<file path="src/rtl/mpd_tx_engine.sv">
// mpd_tx_engine: transmit side of the MPD packet dispatcher.
// - Drains the to-invalidate FIFO by releasing those slots.
// - Drains the to-send FIFO by streaming each slot's frame from the PRT
//   buffer to the MAC, then releasing the slot.
// - The PRT read has one cycle of latency. A 2-entry skid buffer plus a
//   bypass path let the MAC take one byte per cycle while keeping tx_data
//   stable during back-pressure.
module mpd_tx_engine #(
    parameter int DATA_WIDTH = 8,
    parameter int SLOT_W     = 2,
    parameter int LEN_W      = 11,
    parameter int FRAME_SIZE = 1500
) (
    input  logic                  clk,
    input  logic                  reset,
    input  logic                  send_slot_valid,
    input  logic [SLOT_W-1:0]     send_slot,
    output logic                  send_slot_ready,
    input  logic                  inv_slot_valid,
    input  logic [SLOT_W-1:0]     inv_slot,
    output logic                  inv_slot_ready,
    output logic [SLOT_W-1:0]     prt_rd_slot,
    input  logic [LEN_W-1:0]      prt_frame_len,
    output logic                  prt_rd_en,
    output logic [LEN_W-1:0]      prt_rd_addr,
    input  logic [DATA_WIDTH-1:0] prt_rd_data,
    output logic                  prt_free_en,
    output logic [SLOT_W-1:0]     prt_free_slot,
    output logic                  tx_valid,
    output logic [DATA_WIDTH-1:0] tx_data,
    output logic                  tx_last,
    input  logic                  tx_ready,
    output logic                  tx_frame_done,
    output logic [15:0]           frames_sent,
    output logic [15:0]           frames_dropped
);

    typedef enum logic [1:0] {
        S_IDLE,
        S_LOAD,
        S_STREAM,
        S_FREE
    } state_e;

    localparam logic [LEN_W-1:0] FRAME_MAX = LEN_W'(FRAME_SIZE);

    state_e                state_q, state_d;
    logic [SLOT_W-1:0]     slot_q;
    logic [LEN_W-1:0]      len_q;
    logic [LEN_W-1:0]      rd_ptr_q;
    logic                  inflight_q;       // a PRT read returns data this cycle
    logic                  inflight_last_q;  // ... and it is the frame's final byte
    logic [1:0]            count_q;          // live skid entries
    logic                  wr_idx_q;
    logic                  rd_idx_q;
    logic [DATA_WIDTH-1:0] skid_data_q [2];
    logic                  skid_last_q [2];
    logic [15:0]           sent_q;
    logic [15:0]           dropped_q;

    logic                  len_bad;
    logic                  head_valid;
    logic [DATA_WIDTH-1:0] head_data;
    logic                  head_last;
    logic [1:0]            occupancy;
    logic                  rd_issue;
    logic                  push;
    logic                  pop;
    logic                  last_hs;
    logic                  drop_inc;
    logic                  sent_inc;

    // The head comes from the skid buffer when it holds data, else straight
    // from the PRT read port. That bypass puts the first byte on the MAC one
    // cycle after its read.
    assign len_bad    = (prt_frame_len == '0) || (prt_frame_len > FRAME_MAX);
    assign head_valid = (count_q != 2'd0) || inflight_q;
    assign head_data  = (count_q != 2'd0) ? skid_data_q[rd_idx_q] : prt_rd_data;
    assign head_last  = (count_q != 2'd0) ? skid_last_q[rd_idx_q] : inflight_last_q;
    assign occupancy  = count_q + {1'b0, inflight_q};
    assign rd_issue   = (state_q == S_STREAM) && (rd_ptr_q < len_q) && (occupancy < 2'd2);
    // A returning byte is stored unless the bypass hands it to the MAC at once.
    assign push       = inflight_q && !((count_q == 2'd0) && tx_ready);
    assign pop        = (state_q == S_STREAM) && (count_q != 2'd0) && tx_ready;
    assign last_hs    = (state_q == S_STREAM) && head_valid && tx_ready && head_last;

    assign prt_rd_slot    = slot_q;
    assign prt_rd_addr    = rd_ptr_q;
    assign frames_sent    = sent_q;
    assign frames_dropped = dropped_q;

    // State register.
    // NOTE: sequential state uses non-blocking assignments so every flop samples pre-edge values.
    always_ff @(posedge clk or negedge reset) begin
        if (!reset) begin
            state_q <= S_IDLE;
        end else begin
            state_q <= state_d;
        end
    end

    // Next-state logic; invalidations only get served from IDLE.
    // NOTE: every variable gets a default first so no path infers a latch.
    always_comb begin
        state_d = state_q;
        unique case (state_q)
            S_IDLE: begin
                if (!inv_slot_valid && send_slot_valid) begin
                    state_d = S_LOAD;
                end
            end
            S_LOAD:   state_d = len_bad ? S_IDLE : S_STREAM;
            S_STREAM: begin
                if (last_hs) begin
                    state_d = S_FREE;
                end
            end
            S_FREE:   state_d = S_IDLE;
            default:  state_d = S_IDLE;
        endcase
    end

    // Output decode: FIFO pops, PRT read/free strobes, MAC stream, counter events.
    always_comb begin
        send_slot_ready = 1'b0;
        inv_slot_ready  = 1'b0;
        prt_rd_en       = 1'b0;
        prt_free_en     = 1'b0;
        prt_free_slot   = '0;
        tx_valid        = 1'b0;
        tx_data         = '0;
        tx_last         = 1'b0;
        tx_frame_done   = 1'b0;
        drop_inc        = 1'b0;
        sent_inc        = 1'b0;
        unique case (state_q)
            S_IDLE: begin
                if (inv_slot_valid) begin
                    inv_slot_ready = 1'b1;
                    prt_free_en    = 1'b1;
                    prt_free_slot  = inv_slot;
                    drop_inc       = 1'b1;
                end else if (send_slot_valid) begin
                    send_slot_ready = 1'b1;
                end
            end
            S_LOAD: begin
                if (len_bad) begin
                    prt_free_en   = 1'b1;
                    prt_free_slot = slot_q;
                    drop_inc      = 1'b1;
                end
            end
            S_STREAM: begin
                prt_rd_en = rd_issue;
                tx_valid  = head_valid;
                if (head_valid) begin
                    tx_data = head_data;
                    tx_last = head_last;
                end
            end
            S_FREE: begin
                prt_free_en   = 1'b1;
                prt_free_slot = slot_q;
                tx_frame_done = 1'b1;
                sent_inc      = 1'b1;
            end
            default: ;
        endcase
    end

    // Frame context, read pointer, in-flight tracking and skid occupancy.
    always_ff @(posedge clk or negedge reset) begin
        if (!reset) begin
            slot_q          <= '0;
            len_q           <= '0;
            rd_ptr_q        <= '0;
            inflight_q      <= 1'b0;
            inflight_last_q <= 1'b0;
            count_q         <= 2'd0;
            wr_idx_q        <= 1'b0;
            rd_idx_q        <= 1'b0;
        end else begin
            if (send_slot_ready) begin
                slot_q <= send_slot;
            end
            inflight_q      <= rd_issue;
            inflight_last_q <= rd_issue && (rd_ptr_q == len_q - LEN_W'(1));
            if (state_q == S_LOAD) begin
                len_q    <= prt_frame_len;
                rd_ptr_q <= '0;
                count_q  <= 2'd0;
                wr_idx_q <= 1'b0;
                rd_idx_q <= 1'b0;
            end else begin
                if (rd_issue) begin
                    rd_ptr_q <= rd_ptr_q + LEN_W'(1);
                end
                if (push) begin
                    wr_idx_q <= ~wr_idx_q;
                end
                if (pop) begin
                    rd_idx_q <= ~rd_idx_q;
                end
                if (push && !pop) begin
                    count_q <= count_q + 2'd1;
                end else if (pop && !push) begin
                    count_q <= count_q - 2'd1;
                end
            end
        end
    end

    // Skid storage: write the returning byte and its last flag at the tail.
    // NOTE: skid storage is not reset; count_q alone says which entries are live.
    always_ff @(posedge clk) begin
        if (push) begin
            skid_data_q[wr_idx_q] <= prt_rd_data;
            skid_last_q[wr_idx_q] <= inflight_last_q;
        end
    end

    // Saturating frame counters.
    always_ff @(posedge clk or negedge reset) begin
        if (!reset) begin
            sent_q    <= '0;
            dropped_q <= '0;
        end else begin
            if (sent_inc && (sent_q != 16'hFFFF)) begin
                sent_q <= sent_q + 16'd1;
            end
            if (drop_inc && (dropped_q != 16'hFFFF)) begin
                dropped_q <= dropped_q + 16'd1;
            end
        end
    end

endmodule

</file>
<file path="config.mk">
export PLATFORM = sky130hd
export DESIGN_NAME = mpd_tx_engine
export DESIGN_NICKNAME = d
export VERILOG_FILES = /design/src/rtl/mpd_tx_engine.sv
export SDC_FILE = /design/constraint.sdc
export NUM_CORES = 1
export LEC_CHECK = 0
export ABC_AREA = 1
export CORE_UTILIZATION = 57
export DETAILED_ROUTE_END_ITERATION = 10
export PLACE_DENSITY = 0.86
export SLEW_MARGIN = 20
export SYNTH_ARGS = -nofsm -noshare
export SYNTH_HDL_FRONTEND = slang
export SYNTH_SLANG_ARGS = --single-unit
</file>
<file path="constraint.sdc">
create_clock -name clk -period 3.1 [get_ports clk]
set_input_delay 0.465 -clock clk [delete_from_list [all_inputs] [get_ports clk]]
set_output_delay 0.465 -clock clk [all_outputs]
set_load 0.05 [all_outputs]
</file>
* Word-level counts from Yosys, hierarchy flattened
Memories as Yosys holds them, arrays and structs flattened.
Cells that the tools add are included.
** Storage, ports and cells
- RAM bits :: 18
- Memories kept :: 2
- Bits in registers :: 64
- Logic and storage cells :: 98
- Output and inout port bits :: 62
- Bits of input ports :: 28
** Memory list
- skid_data_q :: words 2, width 8, rd ports 1, clocked after Yosys merged registers in 0, write ports 1, RTL line 56 : logic [DATA_WIDTH-1:0] skid_data_q [2];
- skid_last_q :: words 2, width 1, rd ports 1, clocked after Yosys merged registers in 0, write ports 1, RTL line 57 : logic skid_last_q [2];
** Operators by class
- Eq/ne operators :: 8
- Reduce and logical (&&, ||, !) cells :: 30
- Magnitude comparators :: 3
- Add/sub/neg operators :: 7
- Multiplexer cells :: 35
- Bitwise gates (word level) :: 2
** Operators by type and width (number)
- adder 16 x 1 -> 16 bit, second input constant :: 2
- != test 16 bit, second input constant :: 2
- two-way mux 8 bit :: 3
- two-way mux 11 bit :: 2
- two-way mux 1 bit :: 18
- two-way mux 2 bit :: 8
- logical AND 1 bit :: 15
- adder 11 x 1 -> 11 bit, second input constant :: 1
- == test 11 bit :: 1
- > comparator 11 bit, second input constant :: 1
- logical NOT 11 bit :: 1
- less-than comparator 11 bit :: 1
- subtractor 11 x 1 -> 11 bit, second input constant :: 1
- case mux 2 bit (4 select lines) :: 1
- nonzero test 2 bit :: 4
- case mux 2 bit (3 select lines) :: 1
- == test 2 bit, second input constant :: 2
- logical NOT 1 bit :: 4
- logical NOT 2 bit :: 2
- != test 2 bit, second input constant :: 2
- case mux 1 bit (3 select lines) :: 1
- nonzero test 3 bit :: 1
- adder 2 x 1 -> 2 bit :: 1
- adder 2 x 1 -> 2 bit, second input constant :: 1
- other kinds (7) :: 9

* Depth between registers and ports, before layout
Gate-level depths: netlist of the first run.
- Word-level depth :: 9
- Depth in mapped cells :: 14
- Gate-level depth less buffers :: 13

* Worst setup path before layout of the first run
No wires, ideal clock.
- Path kind :: register to output
- From :: register count_q[0]
- To :: output port tx_data[6]
- Required time :: 2.635 ns
- Data arrival time :: 2.372 ns
- Cell stages (with the launch flop) :: 5
- Buffers on the path :: 0
- Path slack :: 0.263 ns
- Cells stage by stage :: dfrtp_1 -> nor2_1 -> a21oi_2 -> inv_1 -> a211oi_1
** Between the ends
- Cells in the longest elaborated chain, start to end :: 4
- Elaborated cells on any way between the ends :: 5
- Classes of those cells :: 3 x mux; 2 x reduce/logical
** Ends and longest elaborated chain
- start: declaration :: RTL line 53 : logic [1:0] count_q;
- start signal: assignment :: RTL line 206 : count_q <= count_q + 2'd1;
- start signal: assignment :: RTL line 208 : count_q <= count_q - 2'd1;
- nonzero test 2 bit * :: RTL line 77, 78
- two-way mux 8 bit or logical OR 1 bit (tied branches) :: RTL line 78, 77
- two-way mux 8 bit * :: RTL line 157 : if (head_valid) begin
- two-way mux 8 bit * :: RTL line 136 : unique case (state_q)
- end: declaration :: RTL line 30 : output logic [DATA_WIDTH-1:0] tx_data,
Mark *: on every way between the ends. The rest lies on a longest branch, timed or not.

* Final worst setup path of the first run
- From :: register state_q[0]
- To :: output port tx_data[6]
** Between the ends
- Cells in the longest elaborated chain, start to end :: 2
** Ends and longest elaborated chain
- start: declaration :: RTL line 47 : state_e state_q, state_d;
- start signal: assignment :: RTL line 98 : state_q <= state_d;
- == test 2 bit :: RTL line 136
- two-way mux 8 bit :: RTL line 136
No other way between the ends.

==> metrics.yaml, run 1 <==
pwr:
  p_leak_nw: 2.84
  power_density_mw_per_mm2: 790
  peakVddDrop_uv: 590
  totalPowerFinal_mw: 4.81
floorplanning:
  ios: 90
  fp-row-count: 33
  start_util: 0.591
  die-width_um: 94.3
  core_region_area_mm2: 0.00822
  die_y_um: 94.3
  die_area_mm2: 0.00889
sta:
  whs_ns: 0.481
  fin_tns_setup_ns: 0
  finalCritPeriodShare: 0.966
  hold_viol: 0
  relSlewSlack: 0.477
  fmax_mhz: 334
  rsz0062_at_grt: "no"
  tightest_slew_ns: 0.781
  setup_viol: 0
  drv_slew: 0
  fin_crit_ns: 3.00
  skew_ns: 0.00861
flow_run:
  maxCapViolations: 0
detailed_routing:
  ant_nets: 0
  drt-vias-per-instance: 5.37
  postRouteWirelength_um: 11600
  wl_per_cell_um: 14.0
  drtPass1Iterations: 5
  drc: 0
  dr_total_vias: 4465
  drtIter0Drc: 169
critical_path:
  cp_top_family: "buffers and inverters"
  critPathLaunchType: "register"
  cp_num_buf_inv: 3
  r2r_slack_ns: 0.74
  critical_path.max_stage_delay_ns: 0.86
  cp.arrival_ns: 2.53
  r2r-start: "prt_rd_addr[2]"
  timing.setup.critical_path_class: "reg -> out"
  required_ns: 2.63
  r2r-end: "prt_rd_addr[6]"
  cpMostUsedCell: "inv_1"
  crit_fanout: 10
  rr_worst_depth: 9
  crit_chain: "inv_1, nand2_1, a21oi_2, inv_1, a211oi_1, clkdlybuf4s50_1"
  crit_slowest_cell: "clkdlybuf4s50_1"
  critPathCaptureType: "primary output"
outcome:
  status: "complete, no violations"
cts:
  cts.clk_slew.worst_paths_ns: 0.09
  clock_latency_ns: 0.36
  numCtsBuffers: 9
  cts_setup_buffers: 0
  cts-root-buf: "clkbuf_8"
  cts.sinks: 82
  htreeDepth: 3
  clockBufferDepth: 2
  cts_tree: "yes"
worst_hold_path:
  hp-start: "inflight_last_q"
  min_path_type: "reg -> reg"
  min_to: "skid_last_q[1]"
  min_path_cells: 0
layout:
  diodes: 0
  final_common_cell: "nand2_1"
  fin_cells: 832
  fin_nets: 765
  drive_above_1_share: 0.0481
  final_cell_mix: "nand2_1, clkdlybuf4s50_1, dfrtp_1"
  syn2layout_area_growth_pct: 25.4
logic_synthesis:
  synth_fp_nets: 673
  ys_ff_latch: 82
  yosys.area.top_type_share: 0.330
  syn_avg_cell_area_um2: 7.70
  syn_area_mm2: 0.00485
  yosysTopAreaCell: "dfrtp_1"
  ys_types: 33
  ys_warn_count: 0
  netlist_instances: 630
  synth_area_leaders: "dfrtp_1, nand2_1, edfxtp_1, xor2_1, nand3_1"
  ys_seq_area_frac: 0.441
placement:
  dp_hpwl_um: 8530
  dp.cells: 815
  io_buffers: 89
  place_congestion: 0.899
grt:
  grt.total_usage: 0.276
  grt_max_degree: 34
  grt_overflow_total: 0
  grt_pass1_vias: 4308
  grt_pass1_wl_um: 19200
  antenna_found_initial: 0
[kinds of logic (layout without fill, tap and decap cells)]
kind of cell    count (synthesis)  count (layout)  synth area share
compound gates                 49              49            0.0557
xor+xnor                       44              44            0.0794
fa+ha+maj                      15              15            0.0387
buf+inv                        72             169            0.0593
flops                          82              82             0.441
mux                             1               1           0.00206
simple gates                  367             367             0.323
[report_power, final]
| group | leakage (nW) | total (mW) | internal [mW] | switching [mW] |
|---|---|---|---|---|
| registers | 1.01 | 1.58 | 1.34 | 0.244 |
| logic | 1.72 | 2.41 | 0.778 | 1.63 |
| clock network | 0.101 | 0.818 | 0.385 | 0.432 |
| total | 2.84 | 4.81 | 2.50 | 2.31 |
[Yosys cell counts]
cell type  number
clkbuf_1        7
nand4_1         9
o211ai_1        1
nor2_1         52
mux2i_1         1
nor3_1         10
nand2_4         1
xnor2_1        10
a211oi_1        1
a21oi_1         9
nor3_4          1
nor3_2          2
buf_2           5
nor4_1          3
buf_4           1
xor2_1         34
edfxtp_1       18
or2_2           1
o21ai_0        26
nand3_2         1
buf_6           1
inv_1          56
ha_1           15
o22ai_1         1
nand3_1        54
nand3b_1       10
a21oi_2         1
o21a_1          2
nand2_1       222
dfrtp_1        64
inv_2           2
nand2_2         1
a31oi_1         8
[worst register-to-register path, stage by stage (launching register included)]
cell and delay, ns:
dfrtp_1 0.49, ha_1 0.36, nand2_1 0.06, o21ai_0 0.26, nand3_1 0.13, nand4_1 0.11
nor2_1 0.06, nor2_1 0.60, nand2_1 0.13, nand2_1 0.10
[through the flow]
stage                     area [µm²]  setup WS (ns)  utilization
after floorplan                 4850          0.263            -
after global placement          5870          0.467        0.714
after detailed placement        5870          0.410        0.714
after CTS                       6080         0.0266        0.740
after global routing            6090         0.0155        0.741
final                           6090          0.104        0.741
[timing repair]
item | 4_1_cts | 5_1_grt
gates resized for setup | 1 | 2
endpoints found under the setup margin | 1 | 2
hold buffers | 1 | 0
endpoints found under the hold margin | 9 | 0
[metal layers]
metal / part of all wire / routed length, µm / vias to the layer above / global-route usage
met1: 0.44 / 5090 / 2116 / 0.346
met2: 0.51 / 5880 / 121 / 0.480
li1: - / - / 2212 / -
met3: 0.042 / 493 / 16 / 0.0469
met5: 0 / 0 / - / 0
met4: 0.016 / 182 / 0 / 0.0897
[cell type report]
type | instances | area [µm²]
Fill cell | 632 | 2130
Clock inverter | 7 | 81.3
Timing Repair Buffer | 95 | 967
Inverter | 58 | 218
Multi-Input combinational cell | 476 | 2420
Tap cell | 105 | 131
Sequential cell | 82 | 2140
Clock buffer | 9 | 124
[sequential cells by signal, indices dropped and copies added, names as in the netlist, named ones only]
signal,flops
skid_last_q,2
inflight_q,1
skid_data_q,16
wr_idx_q,1
prt_rd_addr,11
rd_idx_q,1
len_q,11
state_q,1
prt_rd_slot,2
frames_sent,16
inflight_last_q,1
count_q,2
frames_dropped,16
[worst max-delay path by stage]
| stage | depth (start not counted) | to | startpoint |
|---|---|---|---|
| 3_5_place_dp | 7 | prt_rd_en | prt_rd_addr[2] |
| 2_1_floorplan | 4 | tx_data[6] | count_q[0] |
| 3_3_place_gp | 4 | tx_data[6] | prt_rd_data[6] |
| 5_1_grt | 6 | tx_data[6] | state_q[0] |
| 6_report | 6 | tx_data[6] | state_q[0] |
| 4_1_cts | 6 | tx_data[7] | state_q[0] |
Note: power is estimated with default switching activity, not from simulation.
==> run 2: changes to the inputs <==
- SETUP_SLACK_MARGIN: unset -> 0.3
==> run 2 against run 1 <==
Total power grew 1.8%. Worst hold slack lost 0.42 ns. Die area is the same. Largest power group unchanged. Cell count shrank 0.12%. Non-clock buffer count shrank 1. Sequential power is essentially flat. Global-route usage shrank 0.75 points. Sequential share of layout area shrank 0.065 points. Setup slack gained 0.31 ns. Critical path type unchanged. Utilization grew 0.14 points. Design area grew 0.19%. Clock-buffer cell count grew 1.
==> metrics.yaml, run 2 (same netlist as run 1, synthesis figures left out) <==
layout:
  post-route-util: 0.742
  fin_nets: 764
  num-fill-cells: 617
  syn2layout_area_growth_pct: 25.7
  regArea_mm2: 0.00214
  multi_input_area_mm2: 0.00243
  final_common_cell: "nand2_1"
  fin_cells: 831
  diodes: 0
  drive_above_1_share: 0.0510
  final_cell_mix: "nand2_1, clkdlybuf4s50_1, dfrtp_1"
  fin_area_mm2: 0.00610
grt:
  grt.total_usage: 0.269
  grt_max_degree: 28
  grt_pass1_wl_um: 18800
  antenna_found_initial: 0
  grt_pass1_vias: 4158
  grt_overflow_total: 0
detailed_routing:
  wl_met3_um: 596
  drtPass1Iterations: 5
  drc: 0
  drtIter0Drc: 261
  drt-vias-per-instance: 5.48
  dr_wl_met2_um: 5730
  ant_nets: 0
  top_layer: "met4"
  postRouteWirelength_um: 11500
  wl_met1_um: 5060
  dr_total_vias: 4550
  wl_per_cell_um: 13.9
pwr:
  power_density_mw_per_mm2: 803
  p_leak_nw: 2.84
  totalPowerFinal_mw: 4.90
  p_sw_mw: 2.27
  share_comb_of_total_power: 0.485
  p_sw_frac: 0.465
  seqPwrFrac: 0.323
  peakVddDrop_uv: 595
  power_frac_clock: 0.192
  internal-power_mw: 2.62
sta:
  rsz0062_at_grt: "no"
  tightest_slew_ns: 0.818
  finalWorstSetupSlack_ns: 0.418
  setup_viol: 0
  fin_tns_setup_ns: 0
  drv_slew: 0
  fin_crit_ns: 2.68
  relSlewSlack: 0.453
  skew_ns: 0.0132
  fmax_mhz: 373
  hold_viol: 0
  finalCritPeriodShare: 0.865
  whs_ns: 0.0624
cts:
  cts-root-buf: "clkbuf_8"
  cts_setup_buffers: 0
  cts.clk_slew.worst_paths_ns: 0.09
  numCtsBuffers: 9
  htreeDepth: 3
  clockBufferDepth: 2
  clock_latency_ns: 0.36
  cts.sinks: 82
  cts_tree: "yes"
floorplanning:
  core_region_area_mm2: 0.00822
  ios: 90
  die_area_mm2: 0.00889
  fp-row-count: 33
  start_util: 0.591
  die_y_um: 94.3
  die-width_um: 94.3
critical_path:
  timing.setup.critical_path_class: "reg -> out"
  critical_path.max_stage_delay_ns: 0.53
  cp.arrival_ns: 2.22
  crit_chain: "inv_1, nand2_1, a21oi_2, o21ai_0, a31oi_1, clkdlybuf4s15_1"
  crit_fanout: 10
  required_ns: 2.63
  crit_slowest_cell: "clkdlybuf4s15_1"
  critPathCaptureType: "primary output"
  critPathLaunchType: "register"
outcome:
  status: "complete, no violations"
placement:
  io_buffers: 89
  dp.cells: 815
  dpl_cell_area_mm2: 0.00587
  dp_hpwl_um: 8360
  pre_cts_ws_ns: 0.433
  place_congestion: 0.869
worst_hold_path:
  min_path_type: "in -> async"
flow_run:
  maxCapViolations: 0
[run 2: power groups by stage]
stage | Combinational [mW] | Sequential [mW] | Clock (mW)
after floorplan | 1.45 | 1.80 | 0
after global placement | 2.31 | 1.58 | 0
after detailed placement | 2.39 | 1.60 | 0
after CTS | 2.37 | 1.58 | 0.944
after global routing | 2.60 | 1.61 | 0.985
final | 2.37 | 1.58 | 0.939
[run 2: per-layer routing]
| layer | track usage | up-vias |
|---|---|---|
| met5 | 0 | - |
| met4 | 0.0821 | 0 |
| met3 | 0.0283 | 16 |
| met2 | 0.466 | 161 |
| met1 | 0.351 | 2147 |
| li1 | - | 2226 |
[run 2: worst paths after layout]
path | startpoint | end | slack (ns) | cells past startpoint
min reg2reg | inflight_last_q | skid_last_q[0] | 0.49 | 0
max | state_q[0] | tx_data[4] | 0.42 | 6
min in group clk | inflight_last_q | skid_last_q[0] | 0.49 | 0
min | reset | frames_sent[8] | 0.06 | 1
max in group asynchronous | reset | len_q[6] | 2.27 | 2
max reg2reg | prt_rd_addr[2] | prt_rd_addr[2] | 0.72 | 10
[run 2: critical path, delay by kind of cell, from the launching register on]
family                 cells  cell delay (ns)
buffers and inverters      2             0.61
AND/OR/NAND/NOR            1             0.11
flip-flops                 1             0.41
AO/OA/AOI/OAI              3             0.74
[run 2: layout make-up]
cell class                      count  area share
Clock buffer                       10      0.0209
Clock inverter                      6      0.0189
Inverter                           58      0.0357
Multi-Input combinational cell    476       0.398
Timing Repair Buffer               94       0.153
Tap cell                          105      0.0215
Sequential cell                    82       0.351
[run 2: what timing repair did]
| item | in CTS | in global routing |
|---|---|---|
| setup endpoints to repair | 10 | 4 |
| hold endpoints to repair | 0 | 0 |
| hold buffers | 0 | 0 |
| resized for setup | 10 | 7 |
==> run 3: changes to the inputs <==
- CTS_CLUSTER_DIAMETER: unset -> 60
==> results of run 3 <==
The final DEF is identical to that of run 2; final timing and power are the same.
